==> config.mk <==
export PLATFORM = sky130hd
export DESIGN_NAME = gate4_sweep_ctrl_v
export DESIGN_NICKNAME = d
export VERILOG_FILES = /design/src/rtl/gate4_sweep_ctrl_v.sv
export SDC_FILE = /design/constraint.sdc
export NUM_CORES = 1
export LEC_CHECK = 0
export CORE_ASPECT_RATIO = 1.1
export CORE_MARGIN = 3
export CORE_UTILIZATION = 46
export CTS_CLUSTER_SIZE = 30
export DETAILED_ROUTE_END_ITERATION = 12
export PLACE_DENSITY = 0.74
export RECOVER_POWER = 25
export SYNTH_ARGS = -nofsm -noshare
export SYNTH_HDL_FRONTEND = slang
export SYNTH_SLANG_ARGS = --single-unit
export TNS_END_PERCENT = 100
==> constraint.sdc <==
create_clock -name i_clk -period 1.8 [get_ports i_clk]
set_input_delay 0.36 -clock i_clk [delete_from_list [all_inputs] [get_ports i_clk]]
set_output_delay 0.36 -clock i_clk [all_outputs]
set_load 0.03 [all_outputs]
==> src/rtl/gate4_sweep_ctrl_v.sv <==
`default_nettype none
// ============================================================================
// Module   : gate4_sweep_ctrl_v
// Purpose  : Exhaustive 16-vector sweep of a 4-input gate with mismatch count.
// Revision : 1.0 - initial release
// ============================================================================
module gate4_sweep_ctrl_v #(
    parameter int SETTLE_CYCLES = 2
) (
    input  logic       i_clk,
    input  logic       i_rst_n,
    input  logic       i_start,
    input  logic       i_abort,
    input  logic [1:0] i_func,
    input  logic       i_f,
    output logic       o_a,
    output logic       o_b,
    output logic       o_c,
    output logic       o_d,
    output logic       o_busy,
    output logic       o_done,
    output logic       o_pass,
    output logic [4:0] o_err_cnt,
    output logic       o_first_err_vld,
    output logic [3:0] o_first_err_vec
);

    typedef enum logic [1:0] {
        S_IDLE  = 2'd0,
        S_DRIVE = 2'd1,
        S_DONE  = 2'd2
    } state_t;

    localparam logic [3:0] SETTLE_LAST = 4'(SETTLE_CYCLES - 1);

    state_t     state_q;
    logic [3:0] vec_q;
    logic [3:0] settle_q;
    logic [1:0] func_q;
    logic       busy_q;
    logic       done_q;
    logic       pass_q;
    logic [4:0] err_cnt_q;
    logic [4:0] err_cnt_d;
    logic       first_vld_q;
    logic [3:0] first_vec_q;
    logic       exp_f;
    logic       sample;
    logic       mismatch;

    always_comb begin
        exp_f = 1'b0;
        case (func_q)
            2'b00:   exp_f = ~(&vec_q);
            2'b01:   exp_f = &vec_q;
            2'b10:   exp_f = ~(|vec_q);
            default: exp_f = |vec_q;
        endcase
        sample    = (state_q == S_DRIVE) && (settle_q == SETTLE_LAST);
        mismatch  = sample && (i_f != exp_f);
        err_cnt_d = err_cnt_q;
        if (mismatch && (err_cnt_q != 5'd16)) begin
            err_cnt_d = err_cnt_q + 5'd1;
        end
    end

    always_ff @(posedge i_clk or negedge i_rst_n) begin
        if (!i_rst_n) begin
            state_q     <= S_IDLE;
            vec_q       <= 4'd0;
            settle_q    <= 4'd0;
            func_q      <= 2'b00;
            busy_q      <= 1'b0;
            done_q      <= 1'b0;
            pass_q      <= 1'b0;
            err_cnt_q   <= 5'd0;
            first_vld_q <= 1'b0;
            first_vec_q <= 4'd0;
        end else begin
            done_q <= 1'b0;
            case (state_q)
                S_IDLE: begin
                    // Abort has priority over a simultaneous start request.
                    if (i_start && !i_abort) begin
                        func_q      <= i_func;
                        err_cnt_q   <= 5'd0;
                        first_vld_q <= 1'b0;
                        first_vec_q <= 4'd0;
                        pass_q      <= 1'b0;
                        vec_q       <= 4'd0;
                        settle_q    <= 4'd0;
                        busy_q      <= 1'b1;
                        state_q     <= S_DRIVE;
                    end
                end
                S_DRIVE: begin
                    if (i_abort) begin
                        state_q  <= S_IDLE;
                        busy_q   <= 1'b0;
                        vec_q    <= 4'd0;
                        settle_q <= 4'd0;
                        pass_q   <= 1'b0;
                    end else begin
                        err_cnt_q <= err_cnt_d;
                        if (mismatch && !first_vld_q) begin
                            first_vld_q <= 1'b1;
                            first_vec_q <= vec_q;
                        end
                        if (sample) begin
                            settle_q <= 4'd0;
                            if (vec_q == 4'hF) begin
                                // Verdict includes the vector-15 result sampled on this edge.
                                state_q <= S_DONE;
                                busy_q  <= 1'b0;
                                done_q  <= 1'b1;
                                pass_q  <= (err_cnt_d == 5'd0);
                                vec_q   <= 4'd0;
                            end else begin
                                vec_q <= vec_q + 4'd1;
                            end
                        end else begin
                            settle_q <= settle_q + 4'd1;
                        end
                    end
                end
                S_DONE: begin
                    state_q <= S_IDLE;
                end
                default: begin
                    state_q <= S_IDLE;
                end
            endcase
        end
    end

    assign o_a             = vec_q[3];
    assign o_b             = vec_q[2];
    assign o_c             = vec_q[1];
    assign o_d             = vec_q[0];
    assign o_busy          = busy_q;
    assign o_done          = done_q;
    assign o_pass          = pass_q;
    assign o_err_cnt       = err_cnt_q;
    assign o_first_err_vld = first_vld_q;
    assign o_first_err_vec = first_vec_q;

endmodule
`default_nettype wire

==> impl_metrics.py, run 1 <==
metrics = {
    "run_status": {
        "status": "finished, violations left",
        "failed_checks": "negative setup slack",
    },
    "logic_synthesis": {
        "ys.flop_type": "dfrtp_1",
        "synth_seq_cells": 25,
        "synth.distinct_cells": 40,
        "yosysSeqAreaShare_pct": 45.9,
        "synth_edf_count": 0,
        "yosys_warnings": 0,
        "synth-async-reset-ratio_pct": 100,
        "syn_area_per_cell_um2": 9.60,
        "syn_area_um2": 1360,
        "synth_top_area_share_pct": 45.9,
        "syn_inst": 142,
        "yosysTopAreaCell": "dfrtp_1",
        "synth_fp_nets": 155,
        "synthTopCellsByArea": "dfrtp_1, ha_1, nand2_1",
    },
    "global_route": {
        "grt_pass1_vias": 1388,
        "grt_pass1_wl_um": 6290,
        "grt_usage_pct": 22.1,
        "grt_max_degree": 26,
        "grt_antenna_before_repair": 0,
        "grt.overflow.total": 0,
    },
    "power_and_ir_drop": {
        "p_per_area_nw_per_um2": 648,
        "p_leak_uw": 0.00100,
        "max-vdd-ir-drop_v": 0.000585,
        "total_power_uw": 1280,
    },
    "sta": {
        "fin_setup_tns_ps": -2310,
        "worstMarginPinSlew_ps": 638,
        "final_max_slew_viol_count": 0,
        "fin_hold_ws_ps": 508,
        "hold_viol": 0,
        "skew_ps": 8.01,
        "final.min_clock_period_ps": 2080,
        "setup-violations-final": 11,
        "rsz0062_at_grt": "true",
        "post-route-period-util_pct": 116,
        "timing.slew.headroom_pct": 57.4,
        "worst_slack_ps": -281,
        "max_freq_mhz": 481,
    },
    "critical_path": {
        "worst_path_largest_cell_delay_ps": 420,
        "critical_path_class": "reg -> reg",
        "endpoint_kind": "flip-flop",
        "worstPathRequired_ps": 2040,
        "cp_common_cell": "o31a_1",
        "start_kind": "flip-flop",
        "cp_max_fo": 5,
        "critPathArrivalTime_ps": 2320,
        "slowest_stage": "dfrtp_2",
        "crit_buf_inv": 0,
        "cp_cell_sequence": "ha_1, a21oi_4, o221ai_2, o31a_1, o211ai_1, o31a_1, o41ai_2",
        "cp_top_family": "compound AO/OA/AOI/OAI gates",
    },
    "drt": {
        "drt_first_pass_iters": 4,
        "drt_iter0_drc": 59,
        "routed_wirelength_um": 3780,
        "viasPerCell": 5.66,
        "vias": 1301,
        "antenna_left": 0,
        "drc": 0,
        "wl_per_cell_um": 16.4,
    },
    "floorplan": {
        "ios": 24,
        "num_rows": 20,
        "fp.dieW_um": 57.9,
        "coreArea_um2": 2800,
        "die_area_um2": 3660,
        "initial_core_util_pct": 48.7,
        "die_height_um": 63.1,
    },
    "final_layout": {
        "post-route-util_pct": 70.6,
        "area_growth_pct": 45.0,
        "nFillCells": 226,
        "drive_above_1_share_pct": 31.5,
        "antenna_cells": 0,
        "nets": 211,
    },
    "clocking": {
        "cts.sinks": 25,
        "clk_pin_slew_ps": 150,
        "cts_buffer_depth": 2,
        "cts-root-buf": "clkbuf_4",
        "cts_tree": "yes",
        "cts_inserted_buffers": 3,
        "htreeDepth": 1,
        "clk_latency_ps": 320,
    },
    "job": {
        "maxCapViolations": 0,
    },
    "placed_design": {
        "gp_congestion": 0.913,
        "port_buffers": 23,
        "post-dp-hpwl_um": 2800,
        "dp_slack_ps": -468,
    },
    "hold_path": {
        "hold_path_class": "reg -> reg",
    },
}
report_power, final:
part           total (µW)  internal (µW)  switching, µW  leakage, µW
registers             624            593           31.2     0.000338
clock network         263           84.9            178    0.0000139
logic                 394            173            221     0.000649
per-layer routing:
metal | global-route usage [%] | vias to the layer above | part of all wire, %
met1 | 24.1 | 645 | 41
met3 | 2.66 | 6 | 2.1
met4 | 8.99 | 0 | 1.5
met2 | 41.7 | 27 | 56
met5 | 0 | - | 0
li1 | - | 623 | -
cell families after synthesis:
family	count (synthesis)	share of synthesized area (%)
flops	25	45.9
buf+inv	11	3.03
fa+ha+maj	6	5.50
compound gates	42	21.9
mux	1	0.826
simple gates	54	20.9
xor+xnor	3	1.93
timing repair:
item | in CTS | in global routing
setup endpoints to repair | 22 | 18
pin swaps | 8 | 2
hold buffers | 0 | 0
setup buffers | 2 | 2
gates resized for setup | 24 | 12
cell usage after synthesis (2+ instances only):
library cell and number:
dfrtp_1 25, nand2_1 20, o21ai_0 13, nor2_1 10, inv_1 9, a22o_1 6, ha_1 6, nand3_1 5
a31oi_1 4, a21oi_1 3, a21o_1 2, clkbuf_1 2, nand2b_1 2, nand4_1 2, nor2b_1 2, nor3_1 2
o21a_1 2, o31a_1 2, o31ai_1 2, or2_2 2, xnor2_1 2
final timing paths:
path	startpoint	end	slack, ps	depth (start not counted)
setup / recovery	vec_q[1]	o_pass	-280	7
hold / removal	o_busy	o_busy	510	2
setup reg to reg	vec_q[1]	o_pass	-280	7
hold reg to reg	o_busy	o_busy	510	2
max in group asynchronous	i_rst_n	vec_q[0]	800	2
min in group asynchronous	i_rst_n	settle_q[3]	560	2
area by class of cell:
cell class              count  area (µm²)  share of cell area, %
clock buffers               3        22.5                   1.14
clock inverters             1        7.51                  0.380
inverters                   9        33.8                   1.71
multi-input cells         106         798                   40.4
flip-flops and latches     25         628                   31.8
well taps                  33        41.3                   2.09
repair buffers             53         447                   22.6
state kept, by name, indices dropped and copies added, names as in the netlist:
signal           count
o_pass               1
o_done               1
o_busy               1
func_q               2
settle_q             4
o_err_cnt            5
o_first_err_vld      1
vec_q                4
state_q              2
o_first_err_vec      4
worst reg2reg max path, cell delays in order, from the launching register on:
cell      delay [ps]
dfrtp_2          420
ha_1             260
a21oi_4          100
o221ai_2         250
o31a_1           400
o211ai_1         150
o31a_1           120
o41ai_2          300
metrics by stage:
stage,std cells,instance area (µm²)
4_1_cts,228,1930
2_1_floorplan,142,1380
5_1_grt,230,1980
3_5_place_dp,222,1840
3_3_place_gp,222,1840
6_report,230,1980
cells in the final DEF, fill, tap and decap left out, types with 3 or more instances in the layout:
master,netlist,layout
inv_1,9,6
ha_1,6,4
nand2_1,20,19
o21ai_0,13,9
clkdlybuf4s50_1,0,8
dlymetal6s2s_1,0,4
o21ai_2,1,3
a31oi_1,4,4
inv_2,0,3
nand3_1,5,4
buf_4,0,29
dlygate4sd2_1,0,9
clkbuf_4,0,3
a22o_1,6,6
dfrtp_1,25,23
nor2_1,10,9
No activity file was read; power rests on OpenSTA's default activity.
==> run 2: changes to the inputs <==
--- a/config.mk
+++ b/config.mk
@@ -5,6 +5,7 @@
 export SDC_FILE = /design/constraint.sdc
 export NUM_CORES = 1
 export LEC_CHECK = 0
+export CAP_MARGIN = 30
 export CORE_ASPECT_RATIO = 1.1
 export CORE_MARGIN = 3
 export CORE_UTILIZATION = 46
==> results of run 2 <==
No change in the layout: final DEF, timing and power equal those of run 1.
==> run 3: changes to the inputs <==
--- a/config.mk
+++ b/config.mk
@@ -5,7 +5,7 @@
 export SDC_FILE = /design/constraint.sdc
 export NUM_CORES = 1
 export LEC_CHECK = 0
-export CAP_MARGIN = 30
+export CAP_MARGIN = 20
 export CORE_ASPECT_RATIO = 1.1
 export CORE_MARGIN = 3
 export CORE_UTILIZATION = 46
==> results of run 3 <==
No change in the layout: final DEF, timing and power equal those of run 1.
==> patch 1 (config.mk and constraints of run 2) <==
Put a register stage on the outputs `o_a`, `o_b`, `o_c` and `o_d`. The values now appear one clock later. The other outputs are not delayed to match.
--- a/src/rtl/gate4_sweep_ctrl_v.sv
+++ b/src/rtl/gate4_sweep_ctrl_v.sv
@@ -133,10 +133,12 @@
         end
     end
 
-    assign o_a             = vec_q[3];
-    assign o_b             = vec_q[2];
-    assign o_c             = vec_q[1];
-    assign o_d             = vec_q[0];
+    always_ff @(posedge i_clk) begin
+        o_a <= vec_q[3];
+        o_b <= vec_q[2];
+        o_c <= vec_q[1];
+        o_d <= vec_q[0];
+    end
     assign o_busy          = busy_q;
     assign o_done          = done_q;
     assign o_pass          = pass_q;
Check against the original RTL: not equivalent (Yosys sat finds a counterexample within 4 cycles, from zero or initial values and one cycle with i_rst_n low).
==> patch 1 against run 2 <==
- the run still ends with setup timing left
- non-clock buffer count is 18 higher
- total power is 44% higher
- die area is 5.5% higher
- maximum frequency is 2.3% lower
- wire length is 10% higher
- largest cell class unchanged
- clock power is 74% higher
- sequential cell count is 4 higher
- via count is 9.0% higher
- area after synthesis is 6.1% higher
- largest power group unchanged
- setup slack worse by 49 ps
- cell area is 15% higher
==> patch 1: results <==
{
  "critical_path_arrival_ps": 2410,
  "grt_pass1_vias": 1424,
  "met3_usage_pct": 7.17,
  "async_reset_ff_share_pct": 86.2,
  "globalplace.congestion": 0.832,
  "postSynthCellCount": 144,
  "clk_latency_ps": 340,
  "combinationalPowerShare_pct": 35.2,
  "grt_pass1_wl_mm": 6.51,
  "synth_nets": 157,
  "fin_tns_setup_ps": -1580,
  "cp_slowest_cell": "or4_4",
  "holdWs_ps": 509,
  "worstPathMaxFanout": 3,
  "cts_buffers": 5,
  "skew_ps": 9.32,
  "drive_gt1_share_pct": 39.5,
  "postPlaceCellArea_sq_um": 2030,
  "leakage_nw": 1.09,
  "tightest_slew_ps": 641,
  "outcome": "finished with violations",
  "worstSetupStartpoint": "vec_q[0]",
  "seq_power_uw": 741,
  "wl_per_cell_um": 16.4,
  "hold_path.startpoint": "o_first_err_vec[3]",
  "fin_util_pct": 79.3,
  "finalNetCount": 232,
  "critPathTopFamily": "simple AND/OR/NAND/NOR gates",
  "critical_path.max_stage_delay_ps": 540,
  "path_clk_slew_ps": 100,
  "fill_cells": 186,
  "setup_slack_ps": -330,
  "synth_common_cells": "dfrtp_1 (25), o21ai_0 (14), inv_1 (13), nand2_1 (13), nor2_1 (12)",
  "viasPerCell": 5.60,
  "fin_cells": 253,
  "largest_reg_flops": 5,
  "placedCellCount": 237,
  "p_per_area_nw_per_um2": 810,
  "met1_usage_pct": 26.9,
  "place_hpwl_mm": 2.79,
  "grtUsageTotal_pct": 23.0,
  "internal_power_mw": 1.26,
  "dp_slack_ps": -448,
  "violations": "setup timing",
  "peakVddDrop_mv": 0.643,
  "htreeDepth": 2,
  "rr_endpoint": "o_err_cnt[4]",
  "use_met2_pct": 37.8,
  "setup_viol": 11,
  "holdPathEnd": "o_first_err_vec[3]",
  "synthTopCellsByArea": "dfrtp_1 (43%), dfxtp_1 (5.5%), ha_1 (5.2%), o21ai_0 (4.8%), inv_1 (3.4%)",
  "ys_seq_area_share_pct": 48.7,
  "drtIter0Drc": 79
}
[patch 1: per-layer routing]
layer / share of wire [%] / wire [um]
met1: 41 / 1710
met3: 4.8 / 198
met4: 3.1 / 129
met2: 51 / 2120
met5: 0 / 0
[patch 1: cell type report]
class / instances / area share (%)
multi-input combinational: 98 / 35.6
inverter: 14 / 2.30
sequential: 29 / 31.1
timing repair buffer: 71 / 26.1
clock buffer: 7 / 2.85
clock inverter: 1 / 0.219
tap: 33 / 1.81
[patch 1: cell families (layout without fill, tap and decap cells)]
logic type	Yosys count	after routing	share of synthesized area (%)
and+or+nand+nor	45	45	15.9
xor gates and xnor gates	4	4	2.42
muxes	3	3	2.16
buffers and inverters	17	93	4.49
AOI/OAI and AO/OA	40	40	21.1
adders and majority gates	6	6	5.19
DFF	29	29	48.7
[patch 1: repair_timing]
action | CTS | global route
resized for setup | 15 | 20
pin swaps | 7 | 16
setup buffers | 5 | 5
gates cloned | 0 | 0
setup endpoints to repair | 16 | 19
==> patch 2 (config.mk and constraints of run 2) <==
Without the edit above. Re-encode `state_t` (3 states) as one-hot, 3 bits wide.
--- a/src/rtl/gate4_sweep_ctrl_v.sv
+++ b/src/rtl/gate4_sweep_ctrl_v.sv
@@ -25,10 +25,10 @@
     output logic [3:0] o_first_err_vec
 );
 
-    typedef enum logic [1:0] {
-        S_IDLE  = 2'd0,
-        S_DRIVE = 2'd1,
-        S_DONE  = 2'd2
+    typedef enum logic [2:0] {
+        S_IDLE  = 3'b001,
+        S_DRIVE = 3'b010,
+        S_DONE  = 3'b100
     } state_t;
 
     localparam logic [3:0] SETTLE_LAST = 4'(SETTLE_CYCLES - 1);
Formal check against the unedited RTL: same outputs for any inputs over 10 cycles, from zero or initial values and one cycle with i_rst_n low; not proved beyond that.
==> patch 2 against run 2 <==
- the flow still finishes with violations (setup timing)
- wire length fell by 3.1%
- clock power about the same
- setup slack better by 37 ps
- sequential cell count grew 1
- total power decreased by 12%
- cell area rose by 3.0%
- synthesized cell count grew 2.1%
- first-iteration DRC count grew 10%
- sequential share of layout area rose by 0.35 points
- area after synthesis is 2.7% higher
- clock skew down 2.9 ps
- critical endpoint unchanged
- largest power group unchanged
==> patch 2: results <==
{
  "outcome": "finished with violations",
  "violations": "setup timing",
  "finalNetCount": 221,
  "clockRootBuffer": "clkbuf_4",
  "drive_gt1_share_pct": 30.4,
  "globalplace.congestion": 0.878,
  "dp_slack_ps": -335,
  "rr_endpoint": "o_pass",
  "place_hpwl_mm": 2.78,
  "ys_seq_area_share_pct": 46.6,
  "antenna_found_initial": 0,
  "io_buffers": 23,
  "setup_slack_ps": -243,
  "leakage_nw": 0.997,
  "clk_latency_ps": 320,
  "m1WireLength_mm": 1.54,
  "critical_path_arrival_ps": 2270,
  "whs_path_depth": 2,
  "skew_ps": 5.14,
  "tightest_slew_ps": 668,
  "synthTopCellsByArea": "dfrtp_1 (45%), o21ai_0 (5.7%), ha_1 (5.4%), nand2_1 (4.3%), nand3_1 (2.9%)",
  "clock_path_buffers": 2,
  "vias": 1389,
  "setup_viol": 10,
  "firstDrtPassIters": 4,
  "fill_cells": 218,
  "met2_length_mm": 1.93,
  "grt_pass1_wl_mm": 6.47,
  "wl_per_cell_um": 15.3,
  "synth_common_cells": "dfrtp_1 (25), nand2_1 (16), o21ai_0 (16), nand3_1 (8), nor3_1 (7)",
  "largest_reg_flops": 5,
  "n_antenna_cell": 0,
  "internal_power_uw": 813,
  "grtUsageTotal_pct": 21.8,
  "worstPathMaxFanout": 3,
  "yosysUniqueCellTypes": 43,
  "synth_nets": 158,
  "drtIter0Drc": 65,
  "peakVddDrop_mv": 0.397,
  "r2r_start": "vec_q[0]",
  "path_clk_slew_ps": 140,
  "grt_pass1_vias": 1468,
  "grt_max_degree": 27,
  "wl_met3_um": 119,
  "holdWs_ps": 518
}
-- patch 2: changes by cell type after synthesis, sizes merged, moves of 2 or more --
| cell | delta |
|---|---|
| a21oi | +2 |
| o31a | -2 |
| nand3 | +3 |
| o21a | -2 |
| o21ai | +4 |
| and3 | +2 |
| nand2 | -4 |
| nor3 | +6 |
| a22o | -2 |
| nor2 | -7 |
| nand2b | +3 |
| o31ai | -3 |
| inv | -4 |
-- patch 2: how the worst max path moves through the flow --
stage | from | end | slack (ps) | cells after the start
2_1_floorplan | vec_q[0] | o_pass | -350 | 7
6_report | vec_q[0] | o_pass | -240 | 7
4_1_cts | vec_q[0] | o_first_err_vec[3] | -230 | 8
5_1_grt | vec_q[1] | o_pass | -310 | 8
3_3_place_gp | i_f | o_pass | -310 | 7
3_5_place_dp | i_f | o_first_err_vec[3] | -340 | 8
-- patch 2: worst max-delay path, cell delays in order (launching register included) --
cell and delay [ps]:
dfrtp_2 460, ha_4 170, a21o_1 190, a221o_1 330, o21ai_2 90, and2_4 180
mux2_4 290, a32o_1 240
-- patch 2: through the flow --
step	utilization, %	instance area (sq um)	setup TNS (ps)	instances
floorplan	-	1450	-1210	145
global placement	69.7	1970	-3840	234
detailed placement	69.7	1970	-4310	234
CTS	71.4	2020	-1390	240
global route	72.1	2040	-2030	240
finish	72.1	2040	-1080	240
-- patch 2: what timing repair did --
| action | 4_1_cts | 5_1_grt |
|---|---|---|
| hold buffers | 0 | 0 |
| setup buffers | 2 | 1 |
| pin swaps | 3 | 3 |
| endpoints found under the setup margin | 24 | 17 |
| gates resized for setup | 17 | 12 |
| cloned | 0 | 0 |
-- patch 2: cells by family (layout without fill, tap and decap cells) --
logic type	after synthesis	after routing	share of synthesized area, %
xor+xnor	2	2	1.25
simple gates	60	60	24.5
flops	26	26	46.6
mux	1	1	0.804
buf+inv	9	71	2.50
compound gates	41	41	19.0
fa+ha+maj	6	6	5.36
-- patch 2: final cells by class --
class	instances	area [sq um]	area share, %
Clock buffer	4	26.3	1.29
Inverter	5	18.8	0.921
Multi-Input combinational cell	110	790	38.7
Sequential cell	26	654	32.1
Tap cell	33	41.3	2.03
Timing Repair Buffer	62	508	24.9
-- patch 2: layer usage --
metal,vias up,track usage [%]
met4,0,5.10
met2,41,40.4
met5,-,0
met3,8,2.42
li1,658,-
met1,682,26.4
-- patch 2: power groups by stage --
stage | Sequential (mW) | Clock (mW) | Combinational, mW
6_report | 0.626 | 0.263 | 0.244
2_1_floorplan | 0.652 | 0 | 0.0991
3_5_place_dp | 0.637 | 0 | 0.223
3_3_place_gp | 0.635 | 0 | 0.217
5_1_grt | 0.628 | 0.294 | 0.267
4_1_cts | 0.626 | 0.275 | 0.236
